`src/rtl/uart_tx_feeder.sv`:
```
// Byte FIFO and send sequencer sitting directly upstream of the UART TX state machine.
// Releases one byte per frame and never lets a silent transmitter stall the queue forever.
module uart_tx_feeder #(
  parameter int DATA_W  = 8,
  parameter int ADDR_W  = 4,
  parameter int TIMEOUT = 1048575
) (
  input  logic              i_clk,
  input  logic              i_rst,
  input  logic              i_wr_en,
  input  logic [DATA_W-1:0] i_wr_data,
  input  logic              i_clr_flags,
  input  logic              i_tx_done,
  output logic              o_tx_send,
  output logic [DATA_W-1:0] o_tx_data,
  output logic              o_full,
  output logic              o_empty,
  output logic [ADDR_W:0]   o_count,
  output logic              o_busy,
  output logic              o_overflow,
  output logic              o_timeout
);

  localparam int              DEPTH      = 2 ** ADDR_W;
  localparam logic [ADDR_W:0] FULL_COUNT = (ADDR_W + 1)'(DEPTH);
  localparam logic [ADDR_W:0] COUNT_ONE  = (ADDR_W + 1)'(1);
  localparam logic [ADDR_W-1:0] PTR_ONE  = ADDR_W'(1);
  localparam logic [19:0]     WD_LAST    = 20'(TIMEOUT - 1);

  localparam logic [1:0] S_IDLE = 2'd0;
  localparam logic [1:0] S_SEND = 2'd1;
  localparam logic [1:0] S_WAIT = 2'd2;
  localparam logic [1:0] S_GAP  = 2'd3;

  logic [DATA_W-1:0] r_mem [DEPTH];
  logic [ADDR_W-1:0] r_wr_ptr;
  logic [ADDR_W-1:0] r_rd_ptr;
  logic [ADDR_W:0]   r_count;
  logic [1:0]        r_state;
  logic [19:0]       r_watchdog;
  logic [DATA_W-1:0] r_tx_data;
  logic              r_overflow;
  logic              r_timeout;

  logic w_full;
  logic w_empty;
  logic w_pop;
  logic w_push;
  logic w_drop;
  logic w_wd_expire;

  assign w_full      = (r_count == FULL_COUNT);
  assign w_empty     = (r_count == '0);
  assign w_pop       = (r_state == S_IDLE) && !w_empty;
  // A pop on the same edge frees a slot, so a write to a full FIFO is still taken.
  assign w_push      = i_wr_en && (!w_full || w_pop);
  assign w_drop      = i_wr_en && !w_push;
  assign w_wd_expire = (r_state == S_WAIT) && !i_tx_done && (r_watchdog == WD_LAST);

  always_ff @(posedge i_clk) begin
    if (w_push) begin
      r_mem[r_wr_ptr] <= i_wr_data;
    end
  end

  always_ff @(posedge i_clk) begin
    if (i_rst) begin
      r_wr_ptr <= '0;
      r_rd_ptr <= '0;
      r_count  <= '0;
    end else begin
      if (w_push) begin
        r_wr_ptr <= r_wr_ptr + PTR_ONE;
      end
      if (w_pop) begin
        r_rd_ptr <= r_rd_ptr + PTR_ONE;
      end
      if (w_push && !w_pop) begin
        r_count <= r_count + COUNT_ONE;
      end else if (w_pop && !w_push) begin
        r_count <= r_count - COUNT_ONE;
      end
    end
  end

  always_ff @(posedge i_clk) begin
    if (i_rst) begin
      r_state    <= S_IDLE;
      r_watchdog <= '0;
      r_tx_data  <= '0;
    end else begin
      case (r_state)
        S_IDLE: begin
          if (w_pop) begin
            r_tx_data <= r_mem[r_rd_ptr];
            r_state   <= S_SEND;
          end
        end
        S_SEND: begin
          r_watchdog <= '0;
          r_state    <= S_WAIT;
        end
        S_WAIT: begin
          if (i_tx_done || w_wd_expire) begin
            r_state <= S_GAP;
          end else begin
            r_watchdog <= r_watchdog + 20'd1;
          end
        end
        S_GAP: begin
          r_state <= S_IDLE;
        end
        default: begin
          r_state <= S_IDLE;
        end
      endcase
    end
  end

  // Sticky flags: a new event in the same cycle as a clear keeps the flag set.
  always_ff @(posedge i_clk) begin
    if (i_rst) begin
      r_overflow <= 1'b0;
      r_timeout  <= 1'b0;
    end else begin
      if (w_drop) begin
        r_overflow <= 1'b1;
      end else if (i_clr_flags) begin
        r_overflow <= 1'b0;
      end
      if (w_wd_expire) begin
        r_timeout <= 1'b1;
      end else if (i_clr_flags) begin
        r_timeout <= 1'b0;
      end
    end
  end

  assign o_tx_send  = (r_state == S_SEND);
  assign o_tx_data  = r_tx_data;
  assign o_full     = w_full;
  assign o_empty    = w_empty;
  assign o_count    = r_count;
  assign o_busy     = (r_state != S_IDLE);
  assign o_overflow = r_overflow;
  assign o_timeout  = r_timeout;

endmodule
```
`config.mk`:
```
export PLATFORM = sky130hd
export DESIGN_NAME = uart_tx_feeder
export DESIGN_NICKNAME = d
export VERILOG_FILES = /design/src/rtl/uart_tx_feeder.sv
export SDC_FILE = /design/constraint.sdc
export NUM_CORES = 1
export LEC_CHECK = 0
export ABC_AREA = 1
export CORE_MARGIN = 3
export CORE_UTILIZATION = 53
export DETAILED_ROUTE_END_ITERATION = 8
export GPL_ROUTABILITY_DRIVEN = 1
export GPL_TIMING_DRIVEN = 0
export PLACE_DENSITY = 0.71
export SETUP_SLACK_MARGIN = 0.15
export SLEW_MARGIN = 20
export SYNTH_ARGS = -nofsm -noshare
export SYNTH_HDL_FRONTEND = slang
export SYNTH_SLANG_ARGS = --single-unit
```
`constraint.sdc`:
```
create_clock -name i_clk -period 6.9 [get_ports i_clk]
set_input_delay 0.69 -clock i_clk [delete_from_list [all_inputs] [get_ports i_clk]]
set_output_delay 0.69 -clock i_clk [all_outputs]
set_load 0.01 [all_outputs]
```
# --- After elaboration in Yosys (flattened, before gate mapping) ---
# Memories as Yosys holds them, arrays and structs flattened. A register that Yosys moved wholly into a read port is not among the register bits.
# Index checks and enable logic that the tools add are counted.
totals:
  wordCells: 57
  input_bits: 13
  out_inout_bits: 19
  mem_bits_rw: 128
  memories: 1
  regBits: 37
memory_table:
  columns: ["memory", "words", "word_bits", "rd", "rd_ports_with_merged_regs", "wr", "line_no", "rtl"]
  rows:
  - ["r_mem", 16, 8, 1, 1, 1, "35", "logic [DATA_W-1:0] r_mem [DEPTH];"]
classes:
  reduce_logical: 24
  n_mux: 12
  n_eq_ne: 8
  n_addsub: 5
ops:
  columns: ["cell", "count"]
  rows:
  - ["case mux 20 bit (2 select lines)", 1]
  - ["adder 20 x 1 -> 20 bit (second input constant)", 1]
  - ["equality test 20 bit (second input constant)", 1]
  - ["2-to-1 mux 20 bit", 1]
  - ["2-to-1 mux 5 bit", 2]
  - ["nonzero test 2 bit", 5]
  - ["adder 4 x 1 -> 4 bit (second input constant)", 2]
  - ["case mux 2 bit (4 select lines)", 1]
  - ["logical AND 1 bit", 7]
  - ["AND reduction 2 bit", 3]
  - ["adder 5 x 1 -> 5 bit (second input constant)", 1]
  - ["equality test 5 bit (second input constant)", 1]
  - ["zero test 1 bit", 5]
  - ["zero test 5 bit", 1]
  - ["2-to-1 mux 1 bit", 5]
  - ["subtractor 5 x 1 -> 5 bit (second input constant)", 1]
  - ["equality test 2 bit (second input constant)", 2]
  - ["2-to-1 mux 2 bit", 2]
  - ["inequality test 2 bit (second input constant)", 2]
  - ["equality test 2 x 1 -> 1 bit (second input constant)", 1]
  - ["zero test 2 bit", 1]
  - ["logical OR 1 bit", 2]
  - ["inequality test 2 x 1 -> 1 bit (second input constant)", 1]

# --- Logic depth before layout (Yosys ltp) ---
# Gate-level depths: netlist of run 1.
logic_depth:
  ltp_word: 9
  ltp_mapped: 14
  ltp_nobuf: 14

# --- Least setup slack after synthesis of run 1 ---
# No wires, ideal clock.
synth_timing:
  path_type: "reg2reg"
  from: "register r_state[0]"
  to: "register r_count[4] (netlist: o_count[4])"
  path_buffers: 0
  period_less_slack_ps: 2305
  arrival_ps: 2183
  required_ps: 6778
  setup_slack_ps: 4595
  stages_incl_launch_ff: 14
  setup_ps: 122
  path_cell_list: "dfxtp_1 > inv_1 > ha_1 > nor3_1 > nor2_2 > ha_1 > inv_1 > ha_1 > a21oi_1 > nand2_1 > a21oi_1 > o21ai_0 > o21ai_0 > a21oi_1"
synth_between:
  elab_chain_cells: 7
  elab_cells_between_ends: 10
  classes_between: "1 x mux; 9 x reduce/logical"
synth_lines:
  columns: ["item", "line_no", "rtl"]
  rows:
  - ["from (decl)", "39", "logic [1:0] r_state;"]
  - ["from (signal assigned)", "88", "r_state <= S_IDLE;"]
  - ["from (signal assigned)", "96", "r_state <= S_SEND;"]
  - ["from (signal assigned)", "101", "r_state <= S_WAIT;"]
  - ["zero test 2 bit (*)", "54", "assign w_pop = (r_state == S_IDLE) && !w_empty;"]
  - ["logical AND 1 bit (*)", "54", null]
  - ["logical OR 1 bit (*)", "56", "assign w_push = i_wr_en && (!w_full || w_pop);"]
  - ["logical AND 1 bit (*)", "56", null]
  - ["net w_push", "48", "logic w_push;"]
  - ["zero test 1 bit", "80", "end else if (w_pop && !w_push) begin"]
  - ["logical AND 1 bit", "80", null]
  - ["nonzero test 2 bit (no line)", null, null]
  - ["to (signal assigned)", "79", "r_count <= r_count + COUNT_ONE;"]
  - ["to (signal assigned)", "81", "r_count <= r_count - COUNT_ONE;"]
  - ["to (decl)", "38", "logic [ADDR_W:0] r_count;"]
# Mark *: on every way through the listed nets, which the timed path passes. The rest lies on a longest branch.
# A chain may end at the register's enable or synchronous reset.

# --- Worst setup path in the final report of run 1 ---
# Ends and elaborated chain as after synthesis.

==> flow_summary.toml, run 1 <==
[drt]
routed_via_density = 5.583
drc_errors = 0
drtIter0Drc = 599
detail-route-antenna-nets = 0
drtPass1Iterations = 7
wl_um = 17220
vias = 5527
wire_per_inst_um = 17.40

[power_and_ir_drop]
power_density_nw_per_um2 = 353.1
power.leakage_nw = 3.003
peakVddDrop_mv = 0.2399
total_power_w = 0.003029

[critical_path]
cp-end-kind = "register"
critical_path_class = "register to register"
crit_required_ns = 7.21
crit_fanout = 9
critPathMaxStageDelay_ns = 0.42
path_cells = "inv_1, ha_1, nor3_1, nor2_2, ha_1, inv_1, fa_1, nand3_1, nand2_1, a21oi_1, o21ai_0, o21ai_0, a21oi_1"
rr_worst_depth = 13
arrival_ns = 2.94
start_kind = "register"
cp_slowest_cell = "fa_1"
critPathBufInv = 2
cp_top_family = "adder cells"
cp.depth = 13

[sta]
drv_slew = 0
fmax_ghz = 0.3792
layout_setup_ws_ns = 4.263
fin_crit_sh = 0.3822
setup_tns_ns = 0
tightest_slew_ns = 0.8289
setup_viol_count_final = 0
finalHoldViolCount = 0
clock_skew_ns = 0.007636
period_needed_ns = 2.637
rsz0062_at_grt = "false"
maxSlewHeadroom = 0.4454

[placed_design]
gp_congestion = 0.9118
place_ws_ns = 3.882
dp_hpwl_um = 11750
dp_cells = 960
io_buffers = 31

[final_layout]
utilization = 0.6328
nets = 831
nFillCells = 1100
num_antenna_cells = 0
fin_cells = 990
layout-drive-gt1-share = 0.06388
syn_to_final_growth_pct = 14.44

[yosys]
synth_seq_area_share = 0.6328
syn_area_per_cell_um2 = 9.956
synthSimpleGateAreaFrac = 0.1886
synthMuxAreaShare = 0
synth_nets = 781
yosysWarnings = 0
synth-seq-cells = 173
synth_top_family_by_area = "simple AND/OR/NAND/NOR gates"
synthXorXnorAreaFrac = 0.01051
synth_fa_ha_area_frac = 0.02603
syn_area_um2 = 7497
synth_cell_types = 28
synth-compound-area-share = 0.09680
syn_inst = 753

[floorplanning]
io_pins = 32
dieArea_um2 = 15610
rows = 42
core_um2 = 13560
initial_core_util = 0.5530
die_h_um = 124.9
die_w_um = 124.9

[clock_tree]
cts_root_buf = "clkbuf_16"
cts_sinks = 173
htree_num_levels = 4
clockBufferDepth = 2
tritoncts = "built"
insertion_delay_ns = 0.42
cts_setup_buffers = 0
ctsResizeCount = 0
clk_pin_slew_ns = 0.06
cts_made_buffers = 17
cts_hold_buf = 0

[min_path]
hold_path.class = "register to register"
holdPathStages = 2

[job]
cap_violations = 0

[global_route]
antenna_found_initial = 0
grt_pass1_vias = 5230
grt.total_usage = 0.2263
grt_pass1_wl_um = 27380
grt_max_degree = 17
grt_overflow = 0

[run_status]
status = "completed"
## per-layer routing
| metal | share of wire | global-route usage | up-vias |
|---|---|---|---|
| met3 | 0.085 | 0.05075 | 24 |
| li1 | - | - | 2672 |
| met2 | 0.47 | 0.3585 | 232 |
| met5 | 0 | 0 | - |
| met4 | 0.013 | 0.07079 | 0 |
| met1 | 0.43 | 0.3152 | 2599 |
## stage by stage
| stage | cell area [um2] | hold slack [ns] |
|---|---|---|
| 2_1_floorplan | 7497 | 0.4390 |
| 3_5_place_dp | 8028 | 0.4626 |
| 4_1_cts | 8579 | 0.4708 |
| 5_1_grt | 8579 | 0.5006 |
| 3_3_place_gp | 8028 | 0.4479 |
| 6_report | 8579 | 0.4644 |
## sequential cells by signal (all words and copies together) (netlist names)
| name | count |
|---|---|
| o_tx_data | 8 |
| r_rd_ptr | 4 |
| r_state | 2 |
| o_overflow | 1 |
| r_mem | 128 |
| o_timeout | 1 |
| r_watchdog | 20 |
| r_wr_ptr | 4 |
| o_count | 5 |
## cell usage after synthesis, drive strengths merged
library cell  instances  share of area
xor2                  7         0.0082
a21oi                34          0.023
o211ai               24          0.024
nor3b                 1         0.0010
dfxtp                45           0.12
ha                   14          0.023
clkinv                4         0.0020
nor2                179          0.091
xnor2                 2         0.0023
nand4                 4         0.0033
clkbuf               15         0.0075
nor3                  4         0.0027
fa                    1         0.0027
nand3                59          0.040
and2                  1        0.00083
inv                  46          0.023
edfxtp              128           0.51
or2                   1        0.00083
nand2                93          0.049
o21ai                75          0.050
buf                  16          0.013
## final cells by class
class,count,area (um2),share of cell area
Clock inverter,11,118.9,0.01385
Timing Repair Buffer,31,310.3,0.03617
Buffer,31,151.4,0.01765
Inverter,50,187.7,0.02188
Multi-Input combinational cell,499,2414,0.2813
Tap cell,176,220.2,0.02567
Sequential cell,173,4745,0.5530
Clock buffer,19,432.9,0.05046
## path summary, 6_finish.rpt
kind                            startpoint    endpoint  slack (ns)
worst max register to register  r_state[0]  o_count[4]        4.26
worst min-delay path            o_overflow  o_overflow        0.46
worst min register to register  o_overflow  o_overflow        0.46
worst max-delay path            r_state[0]  o_count[4]        4.26
## logic make-up (layout without fill, tap and decap cells)
logic type,count (synthesis),in the layout
AND/OR/NAND/NOR,342,342
AO/OA/AOI/OAI,133,133
XOR/XNOR,9,9
buffers and inverters,81,142
adder cells (fa/ha/maj),15,15
flip-flops,173,173
## power by group
| group | internal [W] | leakage, nW | switching (W) |
|---|---|---|---|
| combinational | 0.000319 | 1.21 | 0.000585 |
| sequential | 0.00118 | 1.52 | 0.0000407 |
| clock | 0.000528 | 0.267 | 0.000380 |
## worst reg2reg max path: stages (launching register included)
cell	delay [ns]
dfxtp_1	0.32
inv_1	0.09
ha_1	0.31
nor3_1	0.12
nor2_2	0.31
ha_1	0.22
inv_1	0.10
fa_1	0.42
nand3_1	0.09
nand2_1	0.07
a21oi_1	0.11
o21ai_0	0.12
o21ai_0	0.19
a21oi_1	0.05
## placed cells by master (no fill, tap or decap), types with 3 or more instances in the layout
master	instances
buf_2	13
inv_1	44
clkbuf_1	17
dfxtp_1	45
nor3_1	4
nand3_1	58
clkinv_1	7
xor2_1	7
o21ai_0	75
o211ai_1	24
ha_1	14
a21oi_1	34
clkbuf_16	17
nand4_1	4
inv_6	3
nor2_1	175
nor2_2	4
nand2_1	90
clkdlybuf4s50_1	31
edfxtp_1	128
No activity file was read; power rests on OpenSTA's default activity.
==> inputs of run 2 (changes only) <==
Clock period 6.9 ns to 2.6 ns, I/O delays scaled along.
==> run 2 against run 1 <==
Compared with the run above:
- design area grew 1.2%
- first-iteration DRC count shrank 1.5%
- flip-flop and latch count is the same
- critical path depth is the same
- count of clock-buffer cells in the layout is the same
- largest cell class unchanged
==> flow_summary.toml, run 2 (synthesized netlist as in run 1, its figures left out) <==
[sta]
finalHoldViolCount = 0
setup_viol_count_final = 0
layout_setup_ws_ns = 0.3363
clock_skew_ns = 0.009225
tightest_slew_ns = 0.8128
rsz0062_at_grt = "false"
fin_crit_sh = 0.8706
maxSlewHeadroom = 0.4561
drv_slew = 0
fmax_ghz = 0.4418
holdWs_ns = 0.4479
period_needed_ns = 2.264

[critical_path]
crit_required_ns = 2.96
arrival_ns = 2.62
cp-end-kind = "register"
start_kind = "register"
rrSetupSlack_ns = 0.34
critical_path_class = "register to register"
crit_fanout = 6

[job]
cap_violations = 0

[clock_tree]
clk_pin_slew_ns = 0.06
clockBufferDepth = 2
insertion_delay_ns = 0.43
cts_sinks = 173
tritoncts = "built"
cts_made_buffers = 17
cts_root_buf = "clkbuf_16"
cts_hold_buf = 0
htree_num_levels = 4

[final_layout]
most-common-layout-cells = "nor2_1 (174), edfxtp_1 (128), nand2_1 (90)"
num_antenna_cells = 0
largest_register_ff_count = 128
syn_to_final_growth_pct = 15.82
nets = 834
fin_area_um2 = 8683
nFillCells = 1084
layout-drive-gt1-share = 0.07956
top_register = "r_mem"
final_common_cell = "nor2_1"

[drt]
routed_via_density = 5.613
wire_per_inst_um = 17.52
drtIter0Drc = 590
vias = 5574
drtPass1Iterations = 5
drc_errors = 0
wl_um = 17400
detail-route-antenna-nets = 0

[floorplanning]
core_um2 = 13560
dieArea_um2 = 15610
io_pins = 32
die_w_um = 124.9
die_h_um = 124.9
rows = 42
initial_core_util = 0.5530

[global_route]
antenna_found_initial = 0
grt.total_usage = 0.2268
grt_overflow = 0
grt_pass1_wl_um = 27440
grt_max_degree = 17
grt_pass1_vias = 5252

[run_status]
status = "completed"

[placed_design]
gp_congestion = 0.9118
dp_hpwl_um = 11750
io_buffers = 31
place_area_um2 = 8028
place_ws_ns = -0.003711

[power_and_ir_drop]
power_density_nw_per_um2 = 945.7
peakVddDrop_mv = 0.6408
power.leakage_nw = 3.031

[min_path]
hold_path.class = "input pin to register"
## run 2: timing repair
item	4_1_cts	5_1_grt
setup endpoints to repair	9	2
buffers inserted	0	3
pin swaps	1	3
gates resized for setup	6	12
## run 2: metrics by stage
stage / std cells / total power, W / util / TNS [ns]
finish: 993 / 0.008212 / 0.6405 / 0
detailed placement: 960 / 0.005659 / 0.5921 / -0.003711
floorplan: 753 / 0.004822 / - / 0
global route: 993 / 0.008664 / 0.6405 / 0
CTS: 990 / 0.008076 / 0.6346 / 0
global placement: 960 / 0.005566 / 0.5921 / 0
## run 2: worst max-delay path, cell delays in order (launching register included)
cell,delay (ns)
dfxtp_2,0.36
nor2_2,0.15
nand3_4,0.12
nor3_4,0.25
nor2_4,0.09
ha_1,0.22
inv_4,0.12
ha_4,0.22
a21oi_1,0.12
nand2_1,0.08
a21oi_1,0.12
o21ai_1,0.09
buf_4,0.14
a21oi_1,0.12
## run 2: per-layer routing
layer  GRT usage  wire (um)  up-vias
li1            -          -     2673
met1      0.3150       7335     2626
met2      0.3604       8330      245
met3     0.05075       1408       30
met4     0.07079        323        0
met5           0          0        -
## run 2: path summary, 6_finish.rpt
path                                  from    endpoint  cells past startpoint
worst max-delay path            o_count[0]  o_count[4]                     13
worst min-delay path               i_wr_en  o_overflow                      3
worst max register to register  o_count[0]  o_count[4]                     13
worst min register to register  o_overflow  o_overflow                      2
## run 2: final cells by class
cell class | instances | area [um2] | share of cell area
sequential | 173 | 4747 | 0.5467
multi-input combinational | 499 | 2490 | 0.2867
clock buffer | 19 | 432.9 | 0.04986
timing repair buffer | 34 | 332.8 | 0.03833
tap | 176 | 220.2 | 0.02536
inverter | 50 | 190.2 | 0.02190
buffer | 31 | 151.4 | 0.01744
clock inverter | 11 | 118.9 | 0.01369
## run 2: report_power, final
group          internal, W  switching, W  total (W)
registers          0.00312      0.000123    0.00325
logic             0.000934       0.00162    0.00255
clock network      0.00140       0.00101    0.00241
total              0.00546       0.00275    0.00821
==> inputs of run 3 (changes only) <==
Settings changed: CTS_CLUSTER_DIAMETER from default to 30, PLACE_DENSITY 0.71 to 0.73.
==> run 3 against run 2 <==
Compared with the run above:
- clock skew shrank 0.0020 ns
- register-to-register slack barely moved
- sequential power hardly changed
- combinational power is 4% lower
- fmax shrank 0.52%
- flip-flop and latch count unchanged
- non-clock buffer count unchanged
- critical path type unchanged
==> flow_summary.toml, run 3 (synthesized netlist as in run 1, its figures left out) <==
[clock_tree]
insertion_delay_ns = 0.43
cts_sinks = 173
clk_pin_slew_ns = 0.06
cts_root_buf = "clkbuf_16"
htree_num_levels = 4
tritoncts = "built"
cts_made_buffers = 17
clockBufferDepth = 2

[power_and_ir_drop]
peakVddDrop_mv = 0.5292
power.leakage_nw = 3.018
power_density_nw_per_um2 = 932.8

[floorplanning]
die_h_um = 124.9
rows = 42
core_um2 = 13560
initial_core_util = 0.5530
die_w_um = 124.9
io_pins = 32
dieArea_um2 = 15610

[placed_design]
dp_hpwl_um = 11840
gp_congestion = 0.9299
io_buffers = 31
dp_cells = 960

[global_route]
grt_pass1_vias = 5562
grt_max_degree = 17
grt.total_usage = 0.2310
grt_pass1_wl_um = 28380
grt_overflow = 0
antenna_found_initial = 0

[drt]
detail-route-antenna-nets = 0
wire_per_inst_um = 17.58
drtIter0Drc = 584
routed_via_density = 5.661
drtPass1Iterations = 7
vias = 5633
drc_errors = 0
wl_um = 17490

[sta]
rsz0062_at_grt = "false"
maxSlewHeadroom = 0.4917
fin_crit_sh = 0.8752
setup_viol_count_final = 0
finalHoldViolCount = 0
holdWs_ns = 0.4333
period_needed_ns = 2.275
drv_slew = 0
tightest_slew_ns = 0.7597
clock_skew_ns = 0.007189
fmax_ghz = 0.4395

[final_layout]
largest_register_ff_count = 128
final_common_cell = "nor2_1"
nFillCells = 1064
nets = 834
syn_to_final_growth_pct = 15.29
layout-drive-gt1-share = 0.07937
num_antenna_cells = 0
utilization = 0.6375
most-common-layout-cells = "nor2_1 (174), edfxtp_1 (128), nand2_1 (90)"
top_register = "r_mem"
fin_cells = 995

[job]
cap_violations = 0

[critical_path]
critical_path_class = "register to register"
crit_path_frequent_cell = "a21oi_1"
arrival_ns = 2.59
crit_required_ns = 2.91
start_kind = "register"
crit_fanout = 7
cp_top_family = "adder cells"
cp-end-kind = "register"
critPathMaxStageDelay_ns = 0.35
critPathBufInv = 2
cp_slowest_cell = "dfxtp_1"
path_cells = "inv_1, ha_4, nor3_4, nor2_4, ha_1, inv_2, ha_1, a21oi_1, nand2_1, a21oi_1, o21ai_1, o21ai_1, a21oi_1"

[min_path]
hold_path.class = "input pin to register"

[run_status]
status = "completed"
==> run 3: area by class of cell <==
| cell class | instances | area [um2] | area share |
|---|---|---|---|
| Sequential cell | 173 | 4746 | 0.5491 |
| Multi-Input combinational cell | 499 | 2455 | 0.2840 |
| Clock buffer | 18 | 429.2 | 0.04965 |
| Timing Repair Buffer | 34 | 332.8 | 0.03851 |
| Tap cell | 176 | 220.2 | 0.02548 |
| Inverter | 50 | 187.7 | 0.02171 |
| Buffer | 31 | 151.4 | 0.01752 |
| Clock inverter | 14 | 121.4 | 0.01404 |
==> run 3: routing by layer <==
| layer | up-vias | GRT usage | wire, um |
|---|---|---|---|
| met2 | 271 | 0.3534 | 8032 |
| li1 | 2686 | - | - |
| met1 | 2629 | 0.3233 | 7538 |
| met3 | 47 | 0.04648 | 1390 |
| met4 | 0 | 0.1027 | 533 |
| met5 | - | 0 | 0 |
==> run 3: stage by stage <==
stage	setup slack, ns	power (W)	area, um2	setup TNS [ns]
floorplan	0.2946	0.004822	7497	0
global placement	0.06715	0.005545	8028	0
detailed placement	-0.01111	0.005635	8028	-0.01111
CTS	0.1804	0.008036	8602	0
global route	0.1594	0.008493	8643	0
finish	0.3246	0.008063	8643	0
==> run 3: repair_timing <==
item                       in CTS  in global routing
gates resized for setup         5                  7
setup buffers                   0                  3
hold buffers                    0                  0
pin swaps                       1                  2
setup endpoints to repair      38                  2
==> run 3: power by group <==
| part | internal (W) | total [W] | switching, W |
|---|---|---|---|
| sequential | 0.00312 | 0.00324 | 0.000113 |
| clock | 0.00131 | 0.00237 | 0.00106 |
| combinational | 0.000879 | 0.00246 | 0.00158 |
==> run 3: worst register-to-register path, cell delays in order (launching register included) <==
cell	delay [ns]
dfxtp_1	0.35
inv_1	0.09
ha_4	0.20
nor3_4	0.22
nor2_4	0.10
ha_1	0.19
inv_2	0.10
ha_1	0.28
a21oi_1	0.16
nand2_1	0.09
a21oi_1	0.12
o21ai_1	0.09
o21ai_1	0.12
a21oi_1	0.05
==> run 3: path summary, 6_finish.rpt <==
| check | start | to | slack [ns] | depth (start not counted) |
|---|---|---|---|---|
| worst min register to register | o_overflow | o_overflow | 0.47 | 2 |
| worst max-delay path | r_state[1] | o_count[4] | 0.32 | 13 |
| worst min-delay path | i_wr_en | o_overflow | 0.43 | 3 |
| worst max register to register | r_state[1] | o_count[4] | 0.32 | 13 |
